===== src/rtl/rs_issue_select.sv =====
// rs_issue_select: picks up to N operand-ready RS entries per cycle in
// round-robin order. The picks go into N per-lane issue registers that hand
// packets to the functional units with a valid/ready handshake.

package rs_issue_pkg;
  localparam int B_MASK_W  = 4;
  localparam int PAYLOAD_W = 8;

  typedef struct packed {
    logic [PAYLOAD_W-1:0] payload;
    logic [B_MASK_W-1:0]  b_mask;
    logic                 src1_ready;
    logic                 src2_ready;
  } rs_packet_t;
endpackage

// One issue lane: a holding register in front of one functional unit.
module rs_issue_lane
  import rs_issue_pkg::*;
(
  input  logic                clock,
  input  logic                reset,
  input  logic                grant,
  input  rs_packet_t          grant_pkt,
  input  logic [B_MASK_W-1:0] b_mm_resolve,
  input  logic                b_mm_mispred,
  input  logic                fu_ready,
  output logic                free,
  output logic                accept,
  output logic                valid,
  output rs_packet_t          packet
);
  logic       valid_d, valid_q;
  rs_packet_t packet_d, packet_q;
  logic       squash;

  // Lane status. A squashed lane can take a new packet right away and does not count as accepted.
  always_comb begin
    squash = valid_q & b_mm_mispred & (|(packet_q.b_mask & b_mm_resolve));
    accept = valid_q & fu_ready & ~squash;
    free   = ~valid_q | fu_ready | squash;
  end

  // Next state: a new grant wins, then squash or accept clears the lane, otherwise hold and clear resolved mask bits.
  always_comb begin
    valid_d  = valid_q;
    packet_d = packet_q;
    packet_d.b_mask = packet_q.b_mask & ~b_mm_resolve;
    if (grant) begin
      valid_d  = 1'b1;
      packet_d = grant_pkt;
      packet_d.b_mask = grant_pkt.b_mask & ~b_mm_resolve;
    end else if (valid_q & (squash | fu_ready)) begin
      valid_d  = 1'b0;
      packet_d = '0;
    end
  end

  // Lane registers.
  always_ff @(posedge clock) begin
    if (reset) begin
      valid_q  <= 1'b0;
      packet_q <= '0;
    end else begin
      valid_q  <= valid_d;
      packet_q <= packet_d;
    end
  end

  assign valid  = valid_q;
  assign packet = packet_q;
endmodule

module rs_issue_select
  import rs_issue_pkg::*;
#(
  parameter int N     = 2,
  parameter int RS_SZ = 8,
  parameter int CNT_W = 16
) (
  input  logic                    clock,
  input  logic                    reset,
  input  rs_packet_t [RS_SZ-1:0]  rs_data_next,
  input  logic [RS_SZ-1:0]        rs_valid_issue,
  output logic [RS_SZ-1:0]        rs_data_issuing,
  input  logic [B_MASK_W-1:0]     b_mm_resolve,
  input  logic                    b_mm_mispred,
  input  logic [N-1:0]            fu_ready,
  output logic [N-1:0]            issue_valid,
  output rs_packet_t [N-1:0]      issue_packet,
  output logic [CNT_W-1:0]        issued_count
);
  localparam int PTR_W  = (RS_SZ > 1) ? $clog2(RS_SZ) : 1;
  localparam int LANE_W = (N > 1) ? $clog2(N) : 1;

  logic [PTR_W-1:0]       rr_ptr_d, rr_ptr_q;
  logic [CNT_W-1:0]       issued_count_d, issued_count_q;
  logic [RS_SZ-1:0]       eligible;
  logic [N-1:0]           lane_free, lane_accept, lane_grant;
  rs_packet_t [N-1:0]     lane_pkt;
  logic [LANE_W-1:0]      free_idx [N];
  int                     nfree, ngrant, idx;

  // An entry can go only if it is valid and both of its operands are ready.
  always_comb begin
    for (int j = 0; j < RS_SZ; j++)
      eligible[j] = rs_valid_issue[j] & rs_data_next[j].src1_ready & rs_data_next[j].src2_ready;
  end

  // Round-robin scan from rr_ptr. The m-th eligible entry goes to the m-th free lane.
  always_comb begin
    rs_data_issuing = '0;
    lane_grant      = '0;
    lane_pkt        = '0;
    rr_ptr_d        = rr_ptr_q;
    nfree           = 0;
    ngrant          = 0;
    idx             = 0;
    for (int k = 0; k < N; k++) free_idx[k] = '0;
    for (int k = 0; k < N; k++) begin
      if (lane_free[k]) begin
        free_idx[nfree] = LANE_W'(k);
        nfree = nfree + 1;
      end
    end
    if (!reset) begin
      for (int i = 0; i < RS_SZ; i++) begin
        idx = (int'(rr_ptr_q) + i) % RS_SZ;
        if (eligible[idx] && (ngrant < nfree)) begin
          rs_data_issuing[idx]       = 1'b1;
          lane_grant[free_idx[ngrant]] = 1'b1;
          lane_pkt[free_idx[ngrant]]   = rs_data_next[idx];
          rr_ptr_d = PTR_W'((idx + 1) % RS_SZ);
          ngrant = ngrant + 1;
        end
      end
    end
  end

  // Count the packets the FUs accepted this cycle. Squashed packets are not counted.
  always_comb begin
    issued_count_d = issued_count_q;
    for (int k = 0; k < N; k++)
      if (lane_accept[k]) issued_count_d = issued_count_d + CNT_W'(1);
  end

  // Pointer and counter registers.
  always_ff @(posedge clock) begin
    if (reset) begin
      rr_ptr_q       <= '0;
      issued_count_q <= '0;
    end else begin
      rr_ptr_q       <= rr_ptr_d;
      issued_count_q <= issued_count_d;
    end
  end

  assign issued_count = issued_count_q;

  for (genvar k = 0; k < N; k++) begin : g_lane
    rs_issue_lane u_lane (
      .clock        (clock),
      .reset        (reset),
      .grant        (lane_grant[k]),
      .grant_pkt    (lane_pkt[k]),
      .b_mm_resolve (b_mm_resolve),
      .b_mm_mispred (b_mm_mispred),
      .fu_ready     (fu_ready[k]),
      .free         (lane_free[k]),
      .accept       (lane_accept[k]),
      .valid        (issue_valid[k]),
      .packet       (issue_packet[k])
    );
  end
endmodule


===== config.mk =====
export PLATFORM = sky130hd
export DESIGN_NAME = rs_issue_select
export DESIGN_NICKNAME = d
export VERILOG_FILES = /design/src/rtl/rs_issue_select.sv
export SDC_FILE = /design/constraint.sdc
export NUM_CORES = 1
export LEC_CHECK = 0
export BUFFER_PORTS_ARGS = -buffer_cell sky130_fd_sc_hd__buf_2
export CORE_MARGIN = 2
export CORE_UTILIZATION = 53
export CTS_CLUSTER_DIAMETER = 50
export DETAILED_ROUTE_END_ITERATION = 10
export HOLD_SLACK_MARGIN = 0.06
export PLACE_DENSITY = 0.84
export SETUP_SLACK_MARGIN = 0.5
export SKIP_LAST_GASP = 1
export SYNTH_ARGS = -nofsm -noshare
export SYNTH_HDL_FRONTEND = slang
export SYNTH_HIERARCHICAL = 1
export SYNTH_SLANG_ARGS = --single-unit

===== constraint.sdc =====
create_clock -name clock -period 26.9 [get_ports clock]
set_clock_uncertainty 0.2 [all_clocks]
set_input_delay 8.07 -clock clock [delete_from_list [all_inputs] [get_ports clock]]
set_output_delay 8.07 -clock clock [all_outputs]
set_load 0.02 [all_outputs]

# Word-level counts from Yosys, hierarchy flattened
# Cells that the tools add are included.
[classes]
add_sub_neg = 23
order_cmp = 49
muxes = 207
bitwise_logic = 73
reduce_logical = 37
[op_table]
columns = ["cell", "count"]
rows = [
  ["two-way mux 28 bit", 16],
  ["two-way mux 32 bit", 14],
  ["two-way mux 14 bit", 27],
  ["binary-select mux 14 bit (select 3 bit)", 8],
  [">= comparator 32 x 2 -> 1 bit, second input constant", 8],
  ["NOT 32 bit", 8],
  ["adder 32 x 2 -> 32 bit, second input constant", 7],
  ["< comparator 32 bit", 7],
  ["bitwise mux 28 bit", 7],
  ["two-way mux 8 bit", 16],
  ["demux 14 bit (select 1 bit)", 8],
  ["two-way mux 1 bit", 59],
  ["bitwise OR 8 bit", 7],
  ["< comparator 4 x 5 -> 1 bit, second input constant", 7],
  ["two-way mux 2 bit", 17],
  ["adder 16 x 1 -> 16 bit, second input constant", 2],
  ["< comparator 1 x 32 -> 1 bit, first input constant", 1],
  ["< comparator 32 x 1 -> 1 bit, second input constant", 1],
  ["two-way mux 16 bit", 2],
  ["bitwise AND 28 bit", 1],
  [">= comparator 4 x 1 -> 1 bit, second input constant", 7],
  ["adder 3 x 2 -> 3 bit, second input constant", 9],
  ["bitwise AND 1 bit", 26],
  ["logical AND 1 bit", 25],
  ["20 further kinds", 99],
]
[totals]
regBits = 49
input_bits = 129
elab_cells = 401

# Logic depth before layout (Yosys ltp)
# Gate-level depths: netlist of run 1.
[logic_depth]
depth_word = 48
mapped_depth = 62
mapped_depth_nobuf = 52

# Modules after synthesis
# Netlist of run 1, hierarchy kept.
[modules_own_cells]
columns = ["mod", "n_inst", "cells_each", "area_per_inst_um2"]
rows = [
  ["rs_issue_select", 1, 1064, 8704.6],
  ["rs_issue_lane", 2, 49, 573.0],
]

# Worst setup path after synthesis of run 1
# OpenSTA, ideal clock, no wires.
[synth_timing]
kind = "input to output"
startpoint = "in b_mm_resolve[0]"
endpoint = "out rs_data_issuing[0]"
arrival_ns = 18.515
slack_ns = 0.115
cell_stages = 51
cell_sequence = "a22o_1 -> o21ai_0 -> nand3b_1 -> ha_1 -> clkbuf_1 -> o211a_1 -> buf_2 -> inv_1 -> ha_1 -> buf_2 -> nand2b_1 -> a21oi_1 -> o211a_1 -> nand2_1 -> nand2_1 -> o21ai_0 -> ha_1 -> a41oi_1 -> [15 not listed] -> or3_1 -> or3b_4 -> buf_2 -> mux2_2 -> ha_1 -> inv_1 -> a41o_2 -> o21ai_1 -> clkbuf_1 -> nand2_1 -> nand2_1 -> ha_1 -> a221o_1 -> nor4_1 -> and2_1 -> o221ai_2 -> o21a_1 -> o311ai_1"
[synth_via]
word_cells_on_any_way = 70
[synth_lines]
columns = ["item", "line_no", "text"]
rows = [
  ["start: declaration", "86", "input logic [B_MASK_W-1:0] b_mm_resolve,"],
  ["bitwise AND 4 bit *", "39", "squash = valid_q & b_mm_mispred & (|(packet_q.b_mask & b_mm_resolve));"],
  ["OR reduction 4 bit *", "39", ""],
  ["bitwise AND 1 bit *", "39", ""],
  ["bitwise OR 1 bit *", "41", "free = ~valid_q | fu_ready | squash;"],
  ["net lane_free[1]", "99", "logic [N-1:0] lane_free, lane_accept, lane_grant;"],
  ["two-way mux 32 bit *", "121", "if (lane_free[k]) begin"],
  ["< comparator 1 x 32 -> 1 bit", "129", "if (eligible[idx] && (ngrant < nfree)) begin"],
  ["logical AND 1 bit", "129", ""],
  ["[22 not listed]", "n/a", ""],
  ["< comparator 32 bit", "129", ""],
  ["logical AND 1 bit", "129", ""],
  ["two-way mux 32 bit", "129", ""],
  ["two-way mux 32 bit", "126", "if (!reset) begin"],
  ["< comparator 32 bit", "129", ""],
  ["logical AND 1 bit", "129", ""],
  ["two-way mux 8 bit *", "129", ""],
  ["two-way mux 8 bit *", "126", ""],
  ["end: declaration", "85", "output logic [RS_SZ-1:0] rs_data_issuing,"],
]
# The timed path passes the listed nets; every way through them passes the cells marked *. The select of a mux whose other input is x is not followed.

# Worst setup path in the final report of run 1
[layout_timing]
startpoint = "in rs_data_next[85] (netlist name)"
endpoint = "out rs_data_issuing[0]"
[layout_via]
elab_chain_len = 35
word_cells_on_any_way = 83
[layout_rtl]
columns = ["item", "line_no", "text"]
rows = [
  ["start: declaration", "83", "input rs_packet_t [RS_SZ-1:0] rs_data_next,"],
  ["bitwise AND 1 bit * (2 in series)", "107", "eligible[j] = rs_valid_issue[j] & rs_data_next[j].src1_ready & rs_data_next[j].src2_ready;"],
  ["binary-select mux 1 bit (select 3 bit)", "129", ""],
  ["two-way mux 1 bit (implied by the code)", "129", ""],
  ["logical AND 1 bit", "129", ""],
  ["two-way mux 1 bit", "129", ""],
  ["two-way mux 32 bit", "126", ""],
  ["< comparator 32 bit", "129", ""],
  ["logical AND 1 bit", "129", ""],
  ["[18 not listed]", "n/a", ""],
  ["< comparator 32 bit", "129", ""],
  ["logical AND 1 bit", "129", ""],
  ["two-way mux 32 bit", "129", ""],
  ["two-way mux 32 bit", "126", ""],
  ["< comparator 32 bit", "129", ""],
  ["logical AND 1 bit", "129", ""],
  ["two-way mux 8 bit *", "129", ""],
  ["two-way mux 8 bit *", "126", ""],
]
# Every way passes the cells marked *; elsewhere a longest branch is shown, timed or not. The select of a mux whose other input is x is not followed.

==> results.txt, run 1 <==
----------------------------------------------------
[Outcome]
  Outcome ... finished clean

[Die]
  Top Ports ... 183
  Standard-cell row count ... 49
  Area of the die ... 19700 um2
  Core Area ... 18100 um2
  Chip height ... 140 um
  Horizontal extent of the die ... 140 um
  Starting Density ... 54.5%

[Yosys]
  Synth Net Count ... 1317
  Yosys Warn Count ... 6
  Mean cell area of the mapped netlist ... 8.48 um2
  Simple-Gate Fraction of Synth Area ... 18.0%
  Mapped cell area ... 9850 um2
  Fraction of the mapped netlist area in compound gates ... 22.5%
  Dominant register cell in the synthesized netlist ... sky130_fd_sc_hd__dfxtp_1
  Multiplexer fraction of the synthesized cell area ... 37.7%
  Synthesized instance count ... 1162
  Synth Area in Adders ... 3.30%
  Seq cells post-synth ... 49
  Number of different library cells in the post-synthesis netlist ... 96
  Main combinational cell family by area after synthesis ... multiplexers
  Sequential fraction of the synthesis area ... 9.96%
  Number of flops mapped to enable cells by yosys ... 0
  Synth Area in XOR/XNOR ... 2.76%
  Share of flip-flops with an asynchronous set or reset after synthesis ... 0%

[CTS]
  Clock transition time at the flip-flop clock pins of the worst setup and hold paths ... 0.07 ns
  Hold-fix buffers, CTS ... 0
  Total CTS buffers ... 5
  Sink count of the clock tree ... 49
  Maximum root-to-sink buffer count ... 2
  CTS Root Buffer Type ... sky130_fd_sc_hd__clkbuf_16
  Clock insertion delay at the later pin of the skew report ... 0.29 ns
  CTS tree ... yes
  Count of H-tree levels built during CTS ... 2

[Worst setup path]
  Maximum fanout along the worst path ... 8
  Cell family with the largest share of critical-path delay ... simple AND/OR/NAND/NOR gates
  Beginning of the critical path ... rs_data_next[85]
  CP Data Arrival Time ... 17.64 ns
  Worst reg-to-reg setup slack ... 12.72 ns
  CP Capture Point ... rs_data_issuing[0]
  Data required time at the worst endpoint ... 18.63 ns
  Critical path class ... in2out
  Slowest cell delay on critical path ... 0.52 ns
  Number of cell instances on the worst register-to-register path ... 52
  Worst path bufs/invs ... 4
  Terminus of the critical flop-to-flop path ... g_lane[1].u_lane/packet[0]$_SDFFE_PP0P_
  Element type at the critical path start ... primary input
  Worst r2r src ... rr_ptr_q[1]$_SDFFE_PP0P_
  Element type at the critical path end ... primary output
  Critical-path cell with the highest stage delay ... sky130_fd_sc_hd__mux4_2
  Cell depth of the worst setup path ... 46
  Most used cell along the critical path ... sky130_fd_sc_hd__nand2_1

[Worst hold path]
  Hold/Removal Path Class ... reg2reg

[Cells and area]
  Layout Area Growth over Synthesis ... 13.3%
  Count of nets after finishing ... 1451
  Most frequent cells in the layout ... sky130_fd_sc_hd__nand2_1 (183), sky130_fd_sc_hd__buf_2 (182), sky130_fd_sc_hd__mux2i_1 (114)
  # diodes ... 0
  Share of cells above drive strength 1 ... 31.8%
  End-of-flow core utilization ... 61.7%
  Most common cell after layout, fill and taps aside ... sky130_fd_sc_hd__nand2_1

[Global route]
  Layer with the highest usage after global routing ... met2
  Met2 global-route usage ... 54.7%
  First-pass GRT wire length ... 52.2 mm
  Met3 track demand over resource in global routing ... 4.55%
  Total grt overflow ... 0
  Global-route track usage on met1 ... 38.1%
  Vias in the first global route ... 10300
  Maximum number of pins on one net before global-route repair ... 73
  Overall track demand over capacity in global routing ... 32.3%
  Number of antenna violations at the first check in global routing ... 0

[Flow run]
  Number of maximum-capacitance violations ... 0

[STA]
  Final worst-path cycle share ... 96.3%
  Hold Fails Final Rpt ... 0
  Number of setup violations in the final report ... 0
  Worst slew margin relative to its limit ... 16.4%
  Final Slew Violations ... 0
  Setup TNS ... 0 ns
  FMAX ... 38.6 MHz
  Measured slew at the worst slew-check pin ... 1.24 ns
  Hold_ws ... 0.284 ns
  Shortest period the worst path allows ... 25.91 ns
  RSZ-0062 raised after global routing ... false

[Detailed routing]
  Remaining antenna violation count after routing ... 0
  Routed vias ... 10500
  Drt first-iter violations ... 1274
  Via density per instance ... 6.91
  First-pass detailed-route iteration total ... 5
  WL per Instance ... 21.4 um
  Count of unresolved DRC violations after routing ... 0
  Detailed-route wire length ... 32.7 mm

[Placed design]
  Count of buffers from port buffering ... 182
  Final HPWL from detailed placement ... 24.0 mm
  Routability congestion estimate from global placement ... 0.952

----------------------------------------------------
[Yosys cell counts, drive strengths merged (21+ instances only)]
cell	count	area, um2
mux2i	116	1170
inv	31	116
mux2	56	653
ha	26	325
mux4	84	1890
dfxtp	49	981
nor2	74	280
a221oi	21	184
a22o	24	210
a21oi	71	374
nand3	25	135
o21ai	64	324
nand2	185	697
buf	47	270
o211ai	22	189
clkbuf	45	169
[state kept, by name, summed over array words and instances, names as in the netlist]
signal	cells
g_lane.u_lane/packet	28
g_lane.u_lane/valid	2
issued_count	16
rr_ptr_q	3
[layout make-up]
type                       instances  area [um2]
multi-input combinational        988        8420
inverter                          33         124
sequential                        49         986
tap                              229         287
fill                            1481        6930
timing repair buffer             219        1190
clock buffer                       5         125
clock inverter                     3        28.8
[how the worst min path moves through the flow]
stage,slack [ns],end,startpoint,cells past startpoint
floorplan,0.41,g_lane[0].u_lane/packet[0]$_SDFFE_PP0P_,g_lane[0].u_lane/packet[0]$_SDFFE_PP0P_,1
global placement,0.26,g_lane[0].u_lane/packet[7]$_SDFFE_PP0P_,g_lane[0].u_lane/packet[7]$_SDFFE_PP0P_,1
detailed placement,0.27,g_lane[0].u_lane/packet[7]$_SDFFE_PP0P_,g_lane[0].u_lane/packet[7]$_SDFFE_PP0P_,1
CTS,0.29,g_lane[0].u_lane/packet[7]$_SDFFE_PP0P_,g_lane[0].u_lane/packet[7]$_SDFFE_PP0P_,1
global route,0.31,g_lane[1].u_lane/packet[13]$_SDFFE_PP0P_,g_lane[1].u_lane/packet[13]$_SDFFE_PP0P_,1
finish,0.28,g_lane[0].u_lane/packet[10]$_SDFFE_PP0P_,g_lane[0].u_lane/packet[10]$_SDFFE_PP0P_,1
[cell families after synthesis]
kind of cell / after synthesis
buffers and inverters: 125
adder cells (fa/ha/maj): 26
AO/OA/AOI/OAI: 296
multiplexers: 256
AND/OR/NAND/NOR: 379
XOR/XNOR: 31
flip-flops: 49
[metal layers]
| layer | up-vias | wire length, um |
|---|---|---|
| met5 | - | 0 |
| met3 | 178 | 2720 |
| met2 | 649 | 15300 |
| li1 | 4767 | - |
| met4 | 0 | 2530 |
| met1 | 4951 | 12100 |
[through the flow]
step	std cells	worst slack, ns	instance area (um2)
3_5_place_dp	1513	0.519	10900
6_report	1526	0.987	11200
5_1_grt	1526	0.476	11200
2_1_floorplan	1162	0.517	9890
3_3_place_gp	1513	0.765	10900
4_1_cts	1521	0.582	11100
[repair_timing]
| action | 4_1_cts | 5_1_grt |
|---|---|---|
| pin swaps | 0 | 4 |
| setup endpoints to repair | 2 | 8 |
| resized for setup | 1 | 13 |
| setup buffers | 0 | 5 |
Power of run 1 is left out: the tool's default activity adds up to more than one toggle a clock period on the data nets, which glitch-free logic cannot reach.
==> run 2, diff against run 1 <==
--- a/config.mk
+++ b/config.mk
@@ -6,12 +6,12 @@
 export NUM_CORES = 1
 export LEC_CHECK = 0
 export BUFFER_PORTS_ARGS = -buffer_cell sky130_fd_sc_hd__buf_2
-export CORE_MARGIN = 2
-export CORE_UTILIZATION = 53
+export CORE_UTILIZATION = 54
+export CTS_BUF_LIST = sky130_fd_sc_hd__clkbuf_8
 export CTS_CLUSTER_DIAMETER = 50
 export DETAILED_ROUTE_END_ITERATION = 10
 export HOLD_SLACK_MARGIN = 0.06
-export PLACE_DENSITY = 0.84
+export PLACE_DENSITY = 0.85
 export SETUP_SLACK_MARGIN = 0.5
 export SKIP_LAST_GASP = 1
 export SYNTH_ARGS = -nofsm -noshare
==> run 2 against run 1 <==
  * First-iteration DRC count is 9.0% lower
  * Core utilization is 1.1 points higher
  * Cell area is 0.68% higher
  * Register-to-register slack worse by 0.24 ns
  * Critical path depth is 5 higher
  * Clock-buffer cell count stayed put
  * Final cell count is 0.39% higher
  * Global-route usage is 1.8 points higher
  * Non-clock buffer count is 6 higher
  * Worst setup slack worse by 0.14 ns
  * Wire length is 0.29% lower
==> results.txt, run 2 (same netlist as run 1, synthesis figures left out) <==
----------------------------------------------------
[Worst setup path]
  CP Data Arrival Time ... 17.78 ns
  Slowest cell delay on critical path ... 0.40 ns
  Worst reg-to-reg setup slack ... 12.48 ns
  Data required time at the worst endpoint ... 18.63 ns
  Terminus of the critical flop-to-flop path ... g_lane[1].u_lane/packet[0]$_SDFFE_PP0P_
  Critical-path cell with the highest stage delay ... sky130_fd_sc_hd__or3_1
  Number of cell instances on the worst register-to-register path ... 52
  Critical path class ... in2out
  Cell depth of the worst setup path ... 51
  Worst r2r src ... rr_ptr_q[1]$_SDFFE_PP0P_
  CP Capture Point ... rs_data_issuing[6]
  Beginning of the critical path ... b_mm_resolve[3]
  Element type at the critical path start ... primary input
  Element type at the critical path end ... primary output
  Worst path bufs/invs ... 6
  Cell family with the largest share of critical-path delay ... compound AO/OA/AOI/OAI gates
  Maximum fanout along the worst path ... 6

[CTS]
  Count of H-tree levels built during CTS ... 2
  Hold-fix buffers, CTS ... 0
  CTS Root Buffer Type ... sky130_fd_sc_hd__clkbuf_8
  CTS tree ... yes
  Clock transition time at the flip-flop clock pins of the worst setup and hold paths ... 0.10 ns
  Maximum root-to-sink buffer count ... 2
  Sink count of the clock tree ... 49
  Total CTS buffers ... 5
  Clock insertion delay at the later pin of the skew report ... 0.32 ns

[Cells and area]
  # diodes ... 0
  Non-filler instance count after layout ... 1532
  Share of cells above drive strength 1 ... 32.6%
  Flip-flop count of the largest register after layout ... 28
  Most frequent cells in the layout ... sky130_fd_sc_hd__nand2_1 (183), sky130_fd_sc_hd__buf_2 (178), sky130_fd_sc_hd__mux2i_1 (114)
  Count of nets after finishing ... 1457
  Layout Area Growth over Synthesis ... 14.0%
  Most common cell after layout, fill and taps aside ... sky130_fd_sc_hd__nand2_1
  Filler instances ... 1521

[STA]
  Setup TNS ... 0 ns
  Final worst-path cycle share ... 96.8%
  FMAX ... 38.4 MHz
  Worst slew margin relative to its limit ... 19.4%
  RSZ-0062 raised after global routing ... false
  Shortest period the worst path allows ... 26.05 ns
  Measured slew at the worst slew-check pin ... 1.20 ns
  Number of setup violations in the final report ... 0
  Hold Fails Final Rpt ... 0
  Final Slew Violations ... 0

[Die]
  Area of the die ... 18800 um2
  Chip height ... 137 um
  Standard-cell row count ... 49
  Starting Density ... 55.0%
  Horizontal extent of the die ... 137 um
  Top Ports ... 183
  Core Area ... 17900 um2

[Placed design]
  Count of buffers from port buffering ... 182
  Placed instance count ... 1515
  Final HPWL from detailed placement ... 23.8 mm
  Routability congestion estimate from global placement ... 0.946

[Detailed routing]
  Top sig layer ... met4
  Drt first-iter violations ... 1159
  Met2 WL ... 15.8 mm
  First-pass detailed-route iteration total ... 7
  Detailed-route wire length ... 32.6 mm
  Remaining antenna violation count after routing ... 0
  Routed vias ... 10800
  Detailed-route wire length on metal 1 ... 11.8 mm
  Met3 layer wire length in the routed design ... 3.02 mm
  Count of unresolved DRC violations after routing ... 0
  Via density per instance ... 7.03
  WL per Instance ... 21.3 um

[Outcome]
  Outcome ... finished clean

[Worst hold path]
  Hold/Removal Path Class ... reg2reg

[Global route]
  Total grt overflow ... 0
  Vias in the first global route ... 10300
  Overall track demand over capacity in global routing ... 34.1%
  First-pass GRT wire length ... 50.7 mm
  Maximum number of pins on one net before global-route repair ... 73
  Number of antenna violations at the first check in global routing ... 0

[Flow run]
  Number of maximum-capacitance violations ... 0

----------------------------------------------------
[run 2: cell count changes in the layout (fill, tap and decap cells not counted), moves of 4 or more]
cell | before | now
sky130_fd_sc_hd__buf_4 | 37 | 47
sky130_fd_sc_hd__clkbuf_16 | 5 | 0
sky130_fd_sc_hd__clkbuf_8 | 0 | 5
sky130_fd_sc_hd__buf_2 | 182 | 178
[run 2: through the flow]
step / worst slack, ns / util [%] / area, um2 / hold slack [ns]
after floorplan: 0.517 / - / 9890 / 0.410
after global placement: 0.759 / 61.1 / 10900 / 0.262
after detailed placement: 0.432 / 61.1 / 10900 / 0.261
after CTS: 0.541 / 62.0 / 11100 / 0.287
after global routing: 0.439 / 62.8 / 11200 / 0.298
final: 0.848 / 62.8 / 11200 / 0.282
[run 2: area by class of cell]
class	instances	area [um2]	share of cell area [%]
clock buffer	5	68.8	0.613
clock inverter	3	68.8	0.613
multi-input combinational	988	8460	75.3
inverter	33	124	1.10
tap	229	287	2.55
timing repair buffer	225	1240	11.1
sequential	49	986	8.78
[run 2: worst min path at each step]
| stage | start | to | depth (start not counted) |
|---|---|---|---|
| floorplan | g_lane[0].u_lane/packet[0]$_SDFFE_PP0P_ | g_lane[0].u_lane/packet[0]$_SDFFE_PP0P_ | 1 |
| global placement | g_lane[0].u_lane/packet[6]$_SDFFE_PP0P_ | g_lane[0].u_lane/packet[6]$_SDFFE_PP0P_ | 1 |
| detailed placement | g_lane[1].u_lane/packet[11]$_SDFFE_PP0P_ | g_lane[1].u_lane/packet[11]$_SDFFE_PP0P_ | 1 |
| CTS | g_lane[1].u_lane/packet[11]$_SDFFE_PP0P_ | g_lane[1].u_lane/packet[11]$_SDFFE_PP0P_ | 1 |
| global route | g_lane[0].u_lane/packet[6]$_SDFFE_PP0P_ | g_lane[0].u_lane/packet[6]$_SDFFE_PP0P_ | 1 |
| finish | g_lane[1].u_lane/packet[11]$_SDFFE_PP0P_ | g_lane[1].u_lane/packet[11]$_SDFFE_PP0P_ | 1 |
[run 2: worst reg2reg max path: cells and delay by family, from the launching register on]
family	cells	cell delay, ns
adders and majority gates	7	2.56
AOI/OAI and AO/OA	17	3.99
muxes	4	1.38
DFF	1	0.32
buffers and inverters	7	2.15
and+or+nand+nor	17	3.78
[run 2: timing repair]
action,4_1_cts,5_1_grt
resized for setup,1,24
pin swaps,0,11
buffers inserted,2,7
endpoints found under the setup margin,8,8
[run 2: routing by layer]
metal | track usage (%) | vias to the layer above
met5 | 0 | -
met4 | 18.6 | 0
met3 | 4.30 | 169
met2 | 59.1 | 720
met1 | 40.8 | 5098
li1 | - | 4784
Power of run 2 is left out for the same reason.
